`config.mk`:
```
export PLATFORM = sky130hd
export DESIGN_NAME = lsu
export DESIGN_NICKNAME = d
export VERILOG_FILES = /design/src/rtl/lsu_pkg.sv /design/src/rtl/lsu_align.sv /design/src/rtl/lsu.sv
export SDC_FILE = /design/constraint.sdc
export NUM_CORES = 1
export LEC_CHECK = 0
export CORE_MARGIN = 3
export CORE_UTILIZATION = 40
export CTS_CLUSTER_SIZE = 20
export DETAILED_ROUTE_END_ITERATION = 7
export HOLD_SLACK_MARGIN = 0.15
export PLACE_DENSITY = 0.7
export SYNTH_ARGS = -nofsm -noshare
export SYNTH_HDL_FRONTEND = slang
export SYNTH_SLANG_ARGS = --single-unit
```
`constraint.sdc`:
```
create_clock -name clk_in -period 3.1 [get_ports clk_in]
set_clock_uncertainty 0.15 [all_clocks]
set_input_delay 0.775 -clock clk_in [delete_from_list [all_inputs] [get_ports clk_in]]
set_output_delay 0.775 -clock clk_in [all_outputs]
set_load 0.02 [all_outputs]
```
`src/rtl/lsu_pkg.sv`:
```
// Shared types, widths and lane helpers for the load/store unit.
// Optional feature macro: LSU_MISALIGN_TRAP_EN (misaligned half/word accesses
// return an error response instead of being silently aligned down).
package lsu_pkg;

  localparam int unsigned DATA_W = 32;
  localparam int unsigned LANES  = DATA_W / 8;

  // Access widths in bits
  localparam int unsigned BYTE = 8;
  localparam int unsigned HALF = 16;
  localparam int unsigned WORD = 32;

  typedef enum logic [1:0] {
    SZ_BYTE = 2'b00,
    SZ_HALF = 2'b01,
    SZ_WORD = 2'b10,
    SZ_RSVD = 2'b11
  } size_t;

  typedef enum logic [1:0] {
    S_IDLE  = 2'b00,
    S_READ  = 2'b01,
    S_WRITE = 2'b10,
    S_RESP  = 2'b11
  } state_t;

  // The reserved size encoding behaves as a full word
  function automatic size_t norm_size(input size_t size);
    return (size == SZ_RSVD) ? SZ_WORD : size;
  endfunction

  // Byte lanes touched by an access of the given size at a lane offset
  function automatic logic [LANES-1:0] lane_mask(input size_t size, input logic [1:0] off);
    case (size)
      SZ_BYTE: return 4'b0001 << off;
      SZ_HALF: return 4'b0011 << {off[1], 1'b0};
      default: return 4'b1111;
    endcase
  endfunction

  // Lane offset with the misaligning low bits cleared
  function automatic logic [1:0] align_off(input size_t size, input logic [1:0] off);
    case (size)
      SZ_BYTE: return off;
      SZ_HALF: return {off[1], 1'b0};
      default: return 2'b00;
    endcase
  endfunction

  // True when the low address bits do not match the access size
  function automatic logic is_misaligned(input size_t size, input logic [1:0] off);
    case (size)
      SZ_BYTE: return 1'b0;
      SZ_HALF: return off[0];
      default: return |off;
    endcase
  endfunction

endpackage

```
`src/rtl/lsu_align.sv`:
```
// Combinational lane logic: load extraction with sign/zero extension, and
// merge of byte/half store data into the previously read word.
module lsu_align
  import lsu_pkg::*;
(
  input  size_t             size,
  input  logic              is_unsigned,
  input  logic [1:0]        offset,
  input  logic [DATA_W-1:0] rd_word,
  input  logic [DATA_W-1:0] wdata,
  output logic [DATA_W-1:0] load_data_c,
  output logic [DATA_W-1:0] merged_c
);

  logic [4:0]        shamt;
  logic [DATA_W-1:0] rd_shift;
  logic [DATA_W-1:0] wd_shift;
  logic [DATA_W-1:0] byte_mask;
  logic [LANES-1:0]  lanes;
  logic              sign_b;
  logic              sign_h;

  assign shamt    = {offset, 3'b000};
  assign rd_shift = rd_word >> shamt;
  assign wd_shift = wdata << shamt;
  assign lanes    = lane_mask(size, offset);
  assign sign_b   = ~is_unsigned & rd_shift[BYTE-1];
  assign sign_h   = ~is_unsigned & rd_shift[HALF-1];

  // Expand the per-lane mask to a per-bit mask
  always_comb begin
    byte_mask = '0;
    for (int i = 0; i < int'(LANES); i++) begin
      byte_mask[i*8 +: 8] = {8{lanes[i]}};
    end
  end

  // Load result: selected lane(s) right-justified and extended
  always_comb begin
    load_data_c = rd_shift;
    case (size)
      SZ_BYTE: load_data_c = {{(DATA_W-BYTE){sign_b}}, rd_shift[BYTE-1:0]};
      SZ_HALF: load_data_c = {{(DATA_W-HALF){sign_h}}, rd_shift[HALF-1:0]};
      default: load_data_c = rd_word;
    endcase
  end

  // Store word: new lanes from wdata, untouched lanes from the old word
  assign merged_c = (rd_word & ~byte_mask) | (wd_shift & byte_mask);

endmodule

```
`src/rtl/lsu.sv`:
```
// Load/store unit: accepts byte-addressed load/store requests and drives a
// word-addressed memory port (combinational read, negedge write).
// Sub-word stores are done as read-modify-write.
// Optional feature macro: LSU_MISALIGN_TRAP_EN.
module lsu
  import lsu_pkg::*;
#(
  parameter int unsigned WIDTH = 32,
  parameter int unsigned INDEX = 5
) (
  input  logic             clk_in,
  input  logic             rst_n_in,
  input  logic             req_valid_in,
  output logic             req_ready_out,
  input  logic             req_we_in,
  input  size_t            req_size_in,
  input  logic             req_unsigned_in,
  input  logic [WIDTH-1:0] req_addr_in,
  input  logic [WIDTH-1:0] req_wdata_in,
  output logic             rsp_valid_out,
  input  logic             rsp_ready_in,
  output logic [WIDTH-1:0] rsp_rdata_out,
  output logic             rsp_err_out,
  output logic             mem_we_out,
  output logic             mem_re_out,
  output logic [INDEX-1:0] mem_addr_out,
  output logic [WIDTH-1:0] mem_data_out,
  input  logic [WIDTH-1:0] mem_data_in
);

  state_t           state;
  logic             op_we;
  logic             op_unsigned;
  size_t            op_size;
  logic [1:0]       op_off;
  logic [WIDTH-1:0] op_wdata;

  size_t            req_size_c;
  logic [1:0]       req_off_c;
  logic             trap_c;
  logic [WIDTH-1:0] load_data_c;
  logic [WIDTH-1:0] merged_c;
  logic             unused_addr;

  assign req_size_c = norm_size(req_size_in);
  assign req_off_c  = align_off(req_size_c, req_addr_in[1:0]);

`ifdef LSU_MISALIGN_TRAP_EN
  assign trap_c = is_misaligned(req_size_c, req_addr_in[1:0]);
`else
  assign trap_c = 1'b0;
`endif

  // Address bits above the word index do not select anything
  assign unused_addr = ^req_addr_in[WIDTH-1:INDEX+2];

  lsu_align u_align (
    .size        (op_size),
    .is_unsigned (op_unsigned),
    .offset      (op_off),
    .rd_word     (mem_data_in),
    .wdata       (op_wdata),
    .load_data_c (load_data_c),
    .merged_c    (merged_c)
  );

  // Control FSM with registered request, response and memory-port outputs
  always_ff @(posedge clk_in or negedge rst_n_in) begin
    if (!rst_n_in) begin
      state         <= S_IDLE;
      req_ready_out <= 1'b1;
      rsp_valid_out <= 1'b0;
      rsp_rdata_out <= '0;
      rsp_err_out   <= 1'b0;
      mem_we_out    <= 1'b0;
      mem_re_out    <= 1'b0;
      mem_addr_out  <= '0;
      mem_data_out  <= '0;
      op_we         <= 1'b0;
      op_unsigned   <= 1'b0;
      op_size       <= SZ_BYTE;
      op_off        <= 2'b00;
      op_wdata      <= '0;
    end else begin
      case (state)
        S_IDLE: begin
          if (req_valid_in) begin
            req_ready_out <= 1'b0;
            op_we         <= req_we_in;
            op_unsigned   <= req_unsigned_in;
            op_size       <= req_size_c;
            op_off        <= req_off_c;
            op_wdata      <= req_wdata_in;
            mem_addr_out  <= req_addr_in[INDEX+1:2];
            rsp_err_out   <= 1'b0;
            if (trap_c) begin
              state         <= S_RESP;
              rsp_valid_out <= 1'b1;
              rsp_err_out   <= 1'b1;
              rsp_rdata_out <= '0;
            end else if (req_we_in && (req_size_c == SZ_WORD)) begin
              state        <= S_WRITE;
              mem_we_out   <= 1'b1;
              mem_data_out <= req_wdata_in;
            end else begin
              state      <= S_READ;
              mem_re_out <= 1'b1;
            end
          end
        end
        S_READ: begin
          mem_re_out <= 1'b0;
          if (op_we) begin
            state        <= S_WRITE;
            mem_we_out   <= 1'b1;
            mem_data_out <= merged_c;
          end else begin
            state         <= S_RESP;
            rsp_valid_out <= 1'b1;
            rsp_rdata_out <= load_data_c;
          end
        end
        S_WRITE: begin
          state         <= S_RESP;
          mem_we_out    <= 1'b0;
          rsp_valid_out <= 1'b1;
          rsp_rdata_out <= '0;
        end
        S_RESP: begin
          if (rsp_ready_in) begin
            state         <= S_IDLE;
            rsp_valid_out <= 1'b0;
            req_ready_out <= 1'b1;
          end
        end
        default: state <= S_IDLE;
      endcase
    end
  end

endmodule

```
Yosys cells after proc, flatten, opt, wreduce, memory -nomap -nowiden:

Cells that the tools add are included.

* flip-flop bits (word level): 113
* input port bits: 104
* output and inout bits: 74
* word-level logic and storage cells: 82

* eq/ne operators: 13
* shift-type cells: 4
* mux-type cells: 28
* bitwise operators: 8
* reduce and logical (&&, ||, !) cells: 16

Operators by type and width (number)
* $pmux 32 s2: 3
* $mux 32: 4
* $and 32x32->32: 2
* $not 32->32: 1
* $or 32x32->32: 1
* $shl 32x5->32: 1
* $shr 32x5->16: 1
* $ne 2x2->1 const B: 6
* $mux 1: 10
* $reduce_and 3->1: 3
* $eq 2x2->1 const B: 4
* $mux 2: 4
* $pmux 2 s4: 1
* $pmux 4 s2: 1
* $reduce_and 4->1: 2
* $eq 2x1->1 const B: 3
* $logic_not 2->1: 3
* $pmux 1 s3: 2
* $reduce_and 2->1: 3
* $reduce_bool 2->1: 3
* $pmux 1 s2: 2
* $pmux 2 s2: 1
* $shl 1x2->4 const A: 1
* $shl 2x2->4 const A: 1
* other kinds (4): 6

Longest topological paths before layout:

Gate-level depths: netlist (run 1).

* depth after elaboration: 7
* gate-level depth with buffers: 8
* gate-level depth less buffers: 6

Modules after synthesis:

A second synthesis (run 1) with hierarchy kept.

* cell total of the unflattened synthesis: 567
* area total of the unflattened synthesis: 6352.3 µm²

By module, submodules not included
* lsu: times used 1, cells each 316, area each 4752.1 µm², sequential area each 2829.0 µm²
* lsu_align: times used 1, cells each 251, area each 1600.3 µm², sequential area each 0.0 µm²

Worst setup path before layout (run 1):

No wires, ideal clock.

* path kind: input-to-reg
* start: in mem_data_in[31]
* end: reg rsp_rdata_out[16]
* arrival time: 1884 ps
* required time: 2823 ps
* setup slack: 940 ps
* cell stages on the path: 5
* cell sequence: mux4_2 -> nand2b_2 -> a2111oi_4 -> buf_6 -> a221o_2

* cells in the longest elaborated chain, start to end: 5
* elaborated cells between the ends (all ways): 6

RTL lines
* start, declared: line lsu.sv:28 `input logic [WIDTH-1:0] mem_data_in`
* $shr 32x5->16 (*): line lsu_align.sv:24 `assign rd_shift = rd_word >> shamt;`
* $and 1x1->1, on equally long branches: line lsu_align.sv:28, lsu_align.sv:27
* $pmux 32 s2 (*): line lsu_align.sv:41 `case (size)`
* $mux 32 (*): line lsu.sv:113 `if (op_we) begin`
* $pmux 32 s2 (*): line lsu.sv:85 `case (state)`
* end signal, assigned: line lsu.sv:120 `rsp_rdata_out <= load_data_c;`
* end, declared: line lsu.sv:22 `output logic [WIDTH-1:0] rsp_rdata_out,`

Mark *: on every way between the ends. The rest lies on a longest branch, timed or not. The select of a mux whose other input is x is not followed.
A chain may end at the register's enable or synchronous reset.

Final worst setup path (run 1):

* start: in mem_data_in[15]
* end: reg rsp_rdata_out[17]

The elaborated chain is that of the path after synthesis.

==> flow_summary.html, run 1 <==
<table>
<tr><th>Metric</th><th>Value</th></tr>
<tr><th colspan="2">Die</th></tr>
<tr><td>Number of top-level design ports</td><td>roughly 180</td></tr>
<tr><td>Area of the die</td><td>16,500 um^2</td></tr>
<tr><td>DIE HEIGHT</td><td>128 um</td></tr>
<tr><td>Die Width</td><td>~130 um</td></tr>
<tr><td>Initial core utilization</td><td>41.1%</td></tr>
<tr><td>Standard cell core area</td><td>14,600 um^2</td></tr>
<tr><td>Count of standard-cell rows</td><td>44</td></tr>
<tr><th colspan="2">Routing</th></tr>
<tr><td>1st-pass router iterations</td><td>5</td></tr>
<tr><td>Vias post-DR</td><td>5,415</td></tr>
<tr><td>Detailed-route DRC error count</td><td>0</td></tr>
<tr><td>Remaining antenna violation count</td><td>0</td></tr>
<tr><td>Total detailed-routing wirelength</td><td>19,100 um</td></tr>
<tr><td>Number of DRC markers after the initial detailed-route iteration</td><td>~430</td></tr>
<tr><td>Wire length per cell after detailed routing</td><td>20.6 um</td></tr>
<tr><td>Routed vias/inst</td><td>5.86</td></tr>
<tr><th colspan="2">Setup path</th></tr>
<tr><td>Launch point of the worst reg-to-reg path</td><td>state[1]</td></tr>
<tr><td>Endpoint class of the critical path</td><td>register</td></tr>
<tr><td>Critical path type</td><td>input pin to register</td></tr>
<tr><td>Endpoint arrival time on the critical path</td><td>2.79 ns</td></tr>
<tr><td>Startpoint types</td><td>input pin</td></tr>
<tr><td>Critical Path Fanout Max</td><td>16</td></tr>
<tr><td>Required time of the worst setup path</td><td>approximately 3.3 ns</td></tr>
<tr><td>Source of the critical timing path</td><td>mem_data_in[15]</td></tr>
<tr><th colspan="2">Placement</th></tr>
<tr><td>Estimated wirelength of the detail-placed design</td><td>roughly 14,000 um</td></tr>
<tr><td>Cells after DPL</td><td>891</td></tr>
<tr><td>Gp weighted congestion</td><td>0.888</td></tr>
<tr><td>Buffers added on ports</td><td>151</td></tr>
<tr><th colspan="2">Synthesis</th></tr>
<tr><td>Synthesized area divided by synthesized cell count</td><td>approximately 10 um^2</td></tr>
<tr><td>#FFs+latches synth</td><td>113</td></tr>
<tr><td>Number of unique standard cell types used by synthesis</td><td>a little under 50</td></tr>
<tr><td>Commonest register cell after synthesis</td><td>dfrtp_1</td></tr>
<tr><td>Synth top area cells</td><td>dfrtp_1 47%, mux2_2 11%, o21ai_0 5.8%</td></tr>
<tr><td>EDFF count, synth</td><td>0</td></tr>
<tr><td>Area leader, netlist</td><td>dfrtp_1</td></tr>
<tr><td>Number of synthesis warnings</td><td>0</td></tr>
<tr><td>Top cell type's share of synthesized area</td><td>46.7%</td></tr>
<tr><td>Portion of the post-synthesis area used by sequential elements</td><td>between 40% and 50%</td></tr>
<tr><td>Synthesized netlist net count</td><td>694</td></tr>
<tr><td>Share of synthesized flip-flops with an asynchronous set or reset</td><td>100%</td></tr>
<tr><td>Post-synthesis instance area</td><td>6000 um^2</td></tr>
<tr><td>Post-Syn Instances</td><td>586</td></tr>
<tr><th colspan="2">Global routing</th></tr>
<tr><td>Largest net degree at the start of global routing</td><td>52</td></tr>
<tr><td>Antenna violations before repair</td><td>0</td></tr>
<tr><td>All-Layer GR Usage</td><td>23.4%</td></tr>
<tr><td>Global route total overflow</td><td>0</td></tr>
<tr><td>Number of global-route vias before repair</td><td>5,210</td></tr>
<tr><td>First-pass GRT wire length</td><td>29,400 um</td></tr>
<tr><th colspan="2">Layout</th></tr>
<tr><td>Commonest non-fill, non-tap cell in the layout</td><td>clkdlybuf4s50_1</td></tr>
<tr><td>Highest-count cells in the layout ignoring fill and taps</td><td>150 x clkdlybuf4s50_1, 111 x dfrtp_1, 76 x nand2_1</td></tr>
<tr><td>Inserted Diodes</td><td>0</td></tr>
<tr><td>Share of cells above drive strength 1</td><td>between 10% and 20%</td></tr>
<tr><td>Layout Cells excl Fill</td><td>924</td></tr>
<tr><td>Number of nets in the final layout</td><td>835</td></tr>
<tr><td>Area overhead of the layout relative to synthesis</td><td>39.6%</td></tr>
<tr><th colspan="2">Clock network</th></tr>
<tr><td>Post CTS Setup Buffer Count</td><td>0</td></tr>
<tr><td>Deepest clock path buffer count</td><td>2</td></tr>
<tr><td>Insertion delay to the later sink of the worst-skew pair</td><td>roughly 0.43 ns</td></tr>
<tr><td>Clock Tree Root</td><td>clkbuf_16</td></tr>
<tr><td>Depth of the CTS H-tree</td><td>4</td></tr>
<tr><td>CTS-repair resized insts</td><td>0</td></tr>
<tr><td>Cts hold-fix bufs</td><td>1</td></tr>
<tr><td>Clock tree from TritonCTS</td><td>yes</td></tr>
<tr><td>Number of clock buffers inserted by TritonCTS</td><td>17</td></tr>
<tr><td>Clock net sink count</td><td>roughly 110</td></tr>
<tr><td>Clock transition time at the flip-flop clock pins of the worst setup and hold paths</td><td>0.05 ns</td></tr>
<tr><th colspan="2">Job</th></tr>
<tr><td>Total of max-cap violations</td><td>0</td></tr>
<tr><th colspan="2">Timing</th></tr>
<tr><td>Post-layout min period</td><td>between 2 and 3 ns</td></tr>
<tr><td>Slew headroom</td><td>about a third</td></tr>
<tr><td>Slew of the pin with the lowest slew margin</td><td>1.00 ns</td></tr>
<tr><td>Setup repair after global routing missed its margin</td><td>no</td></tr>
<tr><td>Fmax</td><td>slightly below 400 MHz</td></tr>
<tr><td>Number of failing hold endpoints at the final stage</td><td>0</td></tr>
<tr><td>Final Cycle Share</td><td>83.5%</td></tr>
<tr><td>Endpoints failing setup</td><td>0</td></tr>
<tr><td>Final Max Slew Viols</td><td>0</td></tr>
<tr><td>Final total negative setup slack</td><td>0 ns</td></tr>
<tr><th colspan="2">Outcome</th></tr>
<tr><td>Run status</td><td>finished clean</td></tr>
<tr><th colspan="2">Power</th></tr>
<tr><td>LEAKAGE</td><td>3.43 nW</td></tr>
<tr><td>Power density cells</td><td>1200 nW/um^2</td></tr>
<tr><td>Post-route total power</td><td>~0.010 W</td></tr>
<tr><td>Maximum VDD drop</td><td>582 uV</td></tr>
<tr><th colspan="2">Hold path</th></tr>
<tr><td>Type of the worst min-delay path</td><td>register to register</td></tr>
<tr><td>Hold Crit Start</td><td>rsp_rdata_out[5]</td></tr>
</table>
[routing by layer]
layer | vias to the layer above | share of wire (%) | track usage [%]
met3 | 43 | 6.6 | 5.94
met5 | - | 0 | 0
met2 | 240 | 46 | 35.1
met1 | 2665 | 44 | 31.8
met4 | 0 | 3.5 | 10.7
li1 | 2467 | - | -
[stage by stage]
| stage | util [%] | setup slack [ns] | cell area (um^2) | hold slack, ns |
|---|---|---|---|---|
| after floorplan | - | 0.940 | 6000 | 0.321 |
| after global routing | 57.4 | 0.394 | 8370 | 0.353 |
| final | 57.4 | 0.512 | 8370 | 0.317 |
| after CTS | 57.4 | 0.538 | 8370 | 0.322 |
| after detailed placement | 52.8 | 0.0814 | 7710 | 0.311 |
| after global placement | 52.8 | 0.169 | 7710 | 0.309 |
[power breakdown]
group / internal (W) / total, W / leakage, nW / switching (W)
clock: 0.00148 / 0.00217 / 0.316 / 0.000687
sequential: 0.00222 / 0.00279 / 1.38 / 0.000570
combinational: 0.00231 / 0.00512 / 1.73 / 0.00281
[logic make-up (layout without fill, tap and decap cells)]
family	after synthesis	after routing	share of synthesized area (%)
compound gates	193	193	23.1
mux	75	75	13.9
other cells	1	1	0.0625
flops	113	113	47.2
simple gates	145	145	10.9
buf+inv	55	209	4.07
fa+ha+maj	4	4	0.835
[layout make-up]
cell class | instances | area [um^2]
Fill cell | 1208 | 6220
Multi-Input combinational cell | 418 | 2940
Sequential cell | 113 | 2830
Timing Repair Buffer | 169 | 1680
Clock buffer | 22 | 474
Tap cell | 184 | 230
Clock inverter | 10 | 180
Inverter | 8 | 30.0
[path summary, 6_finish.rpt]
kind	cells past startpoint	end	slack, ns
worst max-delay path	5	rsp_rdata_out[17]	0.51
worst min-delay path	2	rsp_rdata_out[5]	0.32
worst max register to register	6	rsp_rdata_out[17]	0.62
worst min register to register	2	rsp_rdata_out[5]	0.32
max in group asynchronous	3	op_wdata[18]	1.31
min in group asynchronous	2	mem_data_out[0]	0.69
[cell usage after synthesis, drive strengths merged (4+ instances only)]
cell type	count
a21oi	18
a31oi	9
o211ai	8
inv	6
a211o	9
buf	21
ha	4
dfrtp	112
o311a	8
a211oi	9
a2bb2oi	7
nand2	77
nor2	27
o2bb2ai	8
and3	7
a221o	16
o221ai	7
nand2b	6
a221oi	16
o21ai	70
mux2	56
mux2i	18
nand3	11
clkbuf	26
nor2b	9
[state kept, by name, summed over array words and instances, names as in the netlist]
register and cells:
req_ready_out 1, op_we 1, rsp_rdata_out 32, op_unsigned 1, mem_data_out 32, op_off 2
mem_addr_out 5, mem_re_out 1, op_wdata 32, mem_we_out 1, op_size 2, rsp_valid_out 1
state 2
[critical path: stages]
cell	delay, ns
clkdlybuf4s50_1	0.57
mux4_2	0.32
nand2b_2	0.08
a2111oi_4	0.82
a221o_1	0.22
No activity file was read; power rests on OpenSTA's default activity.
==> run 2: changes to the inputs <==
==> constraint.sdc (replaced) <==
create_clock -name clk_in -period 2.7 [get_ports clk_in]
set_clock_uncertainty 0.15 [all_clocks]
set_input_delay 0.675 -clock clk_in [delete_from_list [all_inputs] [get_ports clk_in]]
set_output_delay 0.675 -clock clk_in [all_outputs]
set_load 0.02 [all_outputs]
==> flow_summary.html, run 2 (synthesis gave the netlist of run 1 again) <==
<table>
<tr><th>Metric</th><th>Value</th></tr>
<tr><th colspan="2">Timing</th></tr>
<tr><td>Setup repair after global routing missed its margin</td><td>no</td></tr>
<tr><td>Final Cycle Share</td><td>90.9%</td></tr>
<tr><td>Endpoints failing setup</td><td>0 (unchanged)</td></tr>
<tr><td>Post-layout min period</td><td>between 2 and 2.5 ns</td></tr>
<tr><td>Slew of the pin with the lowest slew margin</td><td>1.02 ns (+0.0171 ns)</td></tr>
<tr><td>Fmax</td><td>between 400 and 500 MHz</td></tr>
<tr><td>Slew headroom</td><td>32.0% (-1.1 points)</td></tr>
<tr><td>Number of failing hold endpoints at the final stage</td><td>0 (unchanged)</td></tr>
<tr><td>Worst setup margin</td><td>0.245 ns (-0.267 ns)</td></tr>
<tr><td>Final Max Slew Viols</td><td>0 (unchanged)</td></tr>
<tr><th colspan="2">Layout</th></tr>
<tr><td>Register area</td><td>2830 um^2 (unchanged)</td></tr>
<tr><td>Combined area of the multi-input logic cells</td><td>2940 um^2 (unchanged)</td></tr>
<tr><td>Highest-count cells in the layout ignoring fill and taps</td><td>150 x clkdlybuf4s50_1, 111 x dfrtp_1, 76 x nand2_1</td></tr>
<tr><td>Number of nets in the final layout</td><td>848 (+1.6%)</td></tr>
<tr><td>Share of cells above drive strength 1</td><td>18.1% (+1.2 points)</td></tr>
<tr><td>Fillers</td><td>1,193 (-1.2%)</td></tr>
<tr><td>Area overhead of the layout relative to synthesis</td><td>40.0%</td></tr>
<tr><td>Commonest non-fill, non-tap cell in the layout</td><td>clkdlybuf4s50_1</td></tr>
<tr><td>Layout Cells excl Fill</td><td>936 (+1.3%)</td></tr>
<tr><td>Final instance area</td><td>8400 um^2 (+0.30%)</td></tr>
<tr><td>Regs by FF count</td><td>mem_data_out x32, op_wdata x32, rsp_rdata_out x32</td></tr>
<tr><td>Inserted Diodes</td><td>0 (unchanged)</td></tr>
<tr><th colspan="2">Placement</th></tr>
<tr><td>Setup slack at placement</td><td>-0.179 ns (-0.260 ns)</td></tr>
<tr><td>Estimated wirelength of the detail-placed design</td><td>14,200 um (+1.2%)</td></tr>
<tr><td>Cells after DPL</td><td>904 (+1.5%)</td></tr>
<tr><td>Area after DPL</td><td>7820 um^2 (+1.4%)</td></tr>
<tr><td>Gp weighted congestion</td><td>0.877 (-1.3%)</td></tr>
<tr><td>Buffers added on ports</td><td>151 (unchanged)</td></tr>
<tr><th colspan="2">Die</th></tr>
<tr><td>Die Width</td><td>128 um (unchanged)</td></tr>
<tr><td>Area of the die</td><td>16,500 um^2 (unchanged)</td></tr>
<tr><td>DIE HEIGHT</td><td>128 um (unchanged)</td></tr>
<tr><td>Standard cell core area</td><td>14,600 um^2 (unchanged)</td></tr>
<tr><td>Count of standard-cell rows</td><td>44 (unchanged)</td></tr>
<tr><td>Initial core utilization</td><td>41.1% (unchanged)</td></tr>
<tr><td>Number of top-level design ports</td><td>178 (unchanged)</td></tr>
<tr><th colspan="2">Setup path</th></tr>
<tr><td>Required time of the worst setup path</td><td>2.90 ns (-0.40 ns)</td></tr>
<tr><td>Critical Path Fanout Max</td><td>16 (unchanged)</td></tr>
<tr><td>Endpoint class of the critical path</td><td>register</td></tr>
<tr><td>Endpoint arrival time on the critical path</td><td>2.66 ns (-0.13 ns)</td></tr>
<tr><td>Critical path type</td><td>input pin to register</td></tr>
<tr><td>Launch point of the worst reg-to-reg path</td><td>state[1]</td></tr>
<tr><td>Startpoint types</td><td>input pin</td></tr>
<tr><td>Source of the critical timing path</td><td>mem_data_in[15]</td></tr>
<tr><th colspan="2">Clock network</th></tr>
<tr><td>Clock Tree Root</td><td>clkbuf_16</td></tr>
<tr><td>Deepest clock path buffer count</td><td>2 (unchanged)</td></tr>
<tr><td>Clock tree from TritonCTS</td><td>yes</td></tr>
<tr><td>Clock net sink count</td><td>113 (unchanged)</td></tr>
<tr><td>Number of clock buffers inserted by TritonCTS</td><td>17 (unchanged)</td></tr>
<tr><td>Post CTS Setup Buffer Count</td><td>0 (unchanged)</td></tr>
<tr><td>Clock transition time at the flip-flop clock pins of the worst setup and hold paths</td><td>0.05 ns (about the same)</td></tr>
<tr><td>Insertion delay to the later sink of the worst-skew pair</td><td>0.42 ns (about the same)</td></tr>
<tr><td>Depth of the CTS H-tree</td><td>4 (unchanged)</td></tr>
<tr><th colspan="2">Hold path</th></tr>
<tr><td>Hold Crit Start</td><td>rsp_rdata_out[3]</td></tr>
<tr><td>Type of the worst min-delay path</td><td>register to register</td></tr>
<tr><th colspan="2">Outcome</th></tr>
<tr><td>Run status</td><td>finished clean</td></tr>
<tr><th colspan="2">Global routing</th></tr>
<tr><td>Antenna violations before repair</td><td>0 (unchanged)</td></tr>
<tr><td>All-Layer GR Usage</td><td>23.6% (+0.27 points)</td></tr>
<tr><td>First-pass GRT wire length</td><td>29,800 um (+1.1%)</td></tr>
<tr><td>Number of global-route vias before repair</td><td>5,341 (+2.5%)</td></tr>
<tr><td>Global route total overflow</td><td>0 (unchanged)</td></tr>
<tr><td>Largest net degree at the start of global routing</td><td>43 (-17%)</td></tr>
<tr><th colspan="2">Power</th></tr>
<tr><td>LEAKAGE</td><td>3.47 nW (+1.2%)</td></tr>
<tr><td>Sw Share</td><td>41.0% (+0.64 points)</td></tr>
<tr><td>Portion of total power attributed to the clock network</td><td>18.8% (-2.7 points)</td></tr>
<tr><td>Psw</td><td>0.00464 W (+14%)</td></tr>
<tr><td>Pint</td><td>0.00667 W (+11%)</td></tr>
<tr><td>Maximum VDD drop</td><td>647 uV (+11%)</td></tr>
<tr><td>Part of the power in registers</td><td>28.5% (+0.8 points)</td></tr>
<tr><td>Power density cells</td><td>1350 nW/um^2 (+12%)</td></tr>
<tr><td>Power share of the combinational group</td><td>52.7% (+1.9 points)</td></tr>
<tr><th colspan="2">Routing</th></tr>
<tr><td>Routed vias/inst</td><td>5.83 (-0.59%)</td></tr>
<tr><td>Number of DRC markers after the initial detailed-route iteration</td><td>466 (+8.6%)</td></tr>
<tr><td>Detailed-route DRC error count</td><td>0 (unchanged)</td></tr>
<tr><td>1st-pass router iterations</td><td>5 (unchanged)</td></tr>
<tr><td>Wire length per cell after detailed routing</td><td>20.5 um (-0.46%)</td></tr>
<tr><td>Vias post-DR</td><td>5,453 (+0.70%)</td></tr>
<tr><td>Remaining antenna violation count</td><td>0 (unchanged)</td></tr>
<tr><td>Total detailed-routing wirelength</td><td>19,200 um (+0.83%)</td></tr>
<tr><th colspan="2">Job</th></tr>
<tr><td>Total of max-cap violations</td><td>0 (unchanged)</td></tr>
</table>
-- run 2: cell types whose count changed in the layout (fill, tap and decap cells not counted) --
cell / before / now
buf_12: 3 / 4
buf_4: 15 / 27
bufinv_16: 5 / 1
clkbuf_1: 2 / 3
clkbuf_8: 3 / 6
clkinv_2: 3 / 4
clkinvlp_4: 2 / 0
-- run 2: worst max-delay path, stage by stage --
cell and delay, ns:
clkdlybuf4s50_1 0.54, mux4_2 0.30, nand2b_2 0.08, a2111oi_4 0.82, a221o_2 0.23
-- run 2: worst paths after layout --
kind                                endpoint  slack (ns)  cells after the start
setup / recovery           rsp_rdata_out[24]        0.25                      5
hold / removal              rsp_rdata_out[3]        0.31                      2
setup reg to reg           rsp_rdata_out[24]        0.28                      6
hold reg to reg             rsp_rdata_out[3]        0.31                      2
max in group asynchronous       op_wdata[27]        1.10                      3
min in group asynchronous  rsp_rdata_out[29]        0.67                      2
-- run 2: final cells by class --
cell class | count | share of cell area (%)
clock inverters | 5 | 0.596
multi-input cells | 418 | 35.0
well taps | 184 | 2.74
flip-flops and latches | 113 | 33.7
repair buffers | 182 | 21.4
inverters | 8 | 0.358
clock buffers | 26 | 6.18
-- run 2: power by group through the flow --
stage	Combinational, W	Sequential, W	Clock (W)
after global placement	0.00580	0.00318	0
after floorplan	0.00313	0.00361	0
after CTS	0.00597	0.00321	0.00217
final	0.00595	0.00322	0.00213
after global routing	0.00646	0.00332	0.00224
after detailed placement	0.00594	0.00322	0
-- run 2: layer usage --
| metal | vias to the layer above | global-route usage, % | wire [um] |
|---|---|---|---|
| met5 | - | 0 | 0 |
| met4 | 0 | 7.87 | 426 |
| met3 | 32 | 5.06 | 1260 |
| met2 | 227 | 36.8 | 9080 |
| met1 | 2699 | 32.9 | 8470 |
| li1 | 2495 | - | - |
-- run 2: timing repair --
action                    4_1_cts  5_1_grt
gates resized for setup         0        0
hold buffers                    1        0
hold endpoints to repair       39        0
-- run 2: stage by stage --
step | hold slack (ns) | setup TNS, ns | utilization, % | total power, W
3_3_place_gp | 0.307 | -1.34 | 53.6 | 0.00897
5_1_grt | 0.359 | 0 | 57.6 | 0.0120
4_1_cts | 0.318 | 0 | 57.6 | 0.0113
2_1_floorplan | 0.229 | 0 | - | 0.00674
3_5_place_dp | 0.307 | -2.59 | 53.6 | 0.00916
6_report | 0.313 | 0 | 57.6 | 0.0113
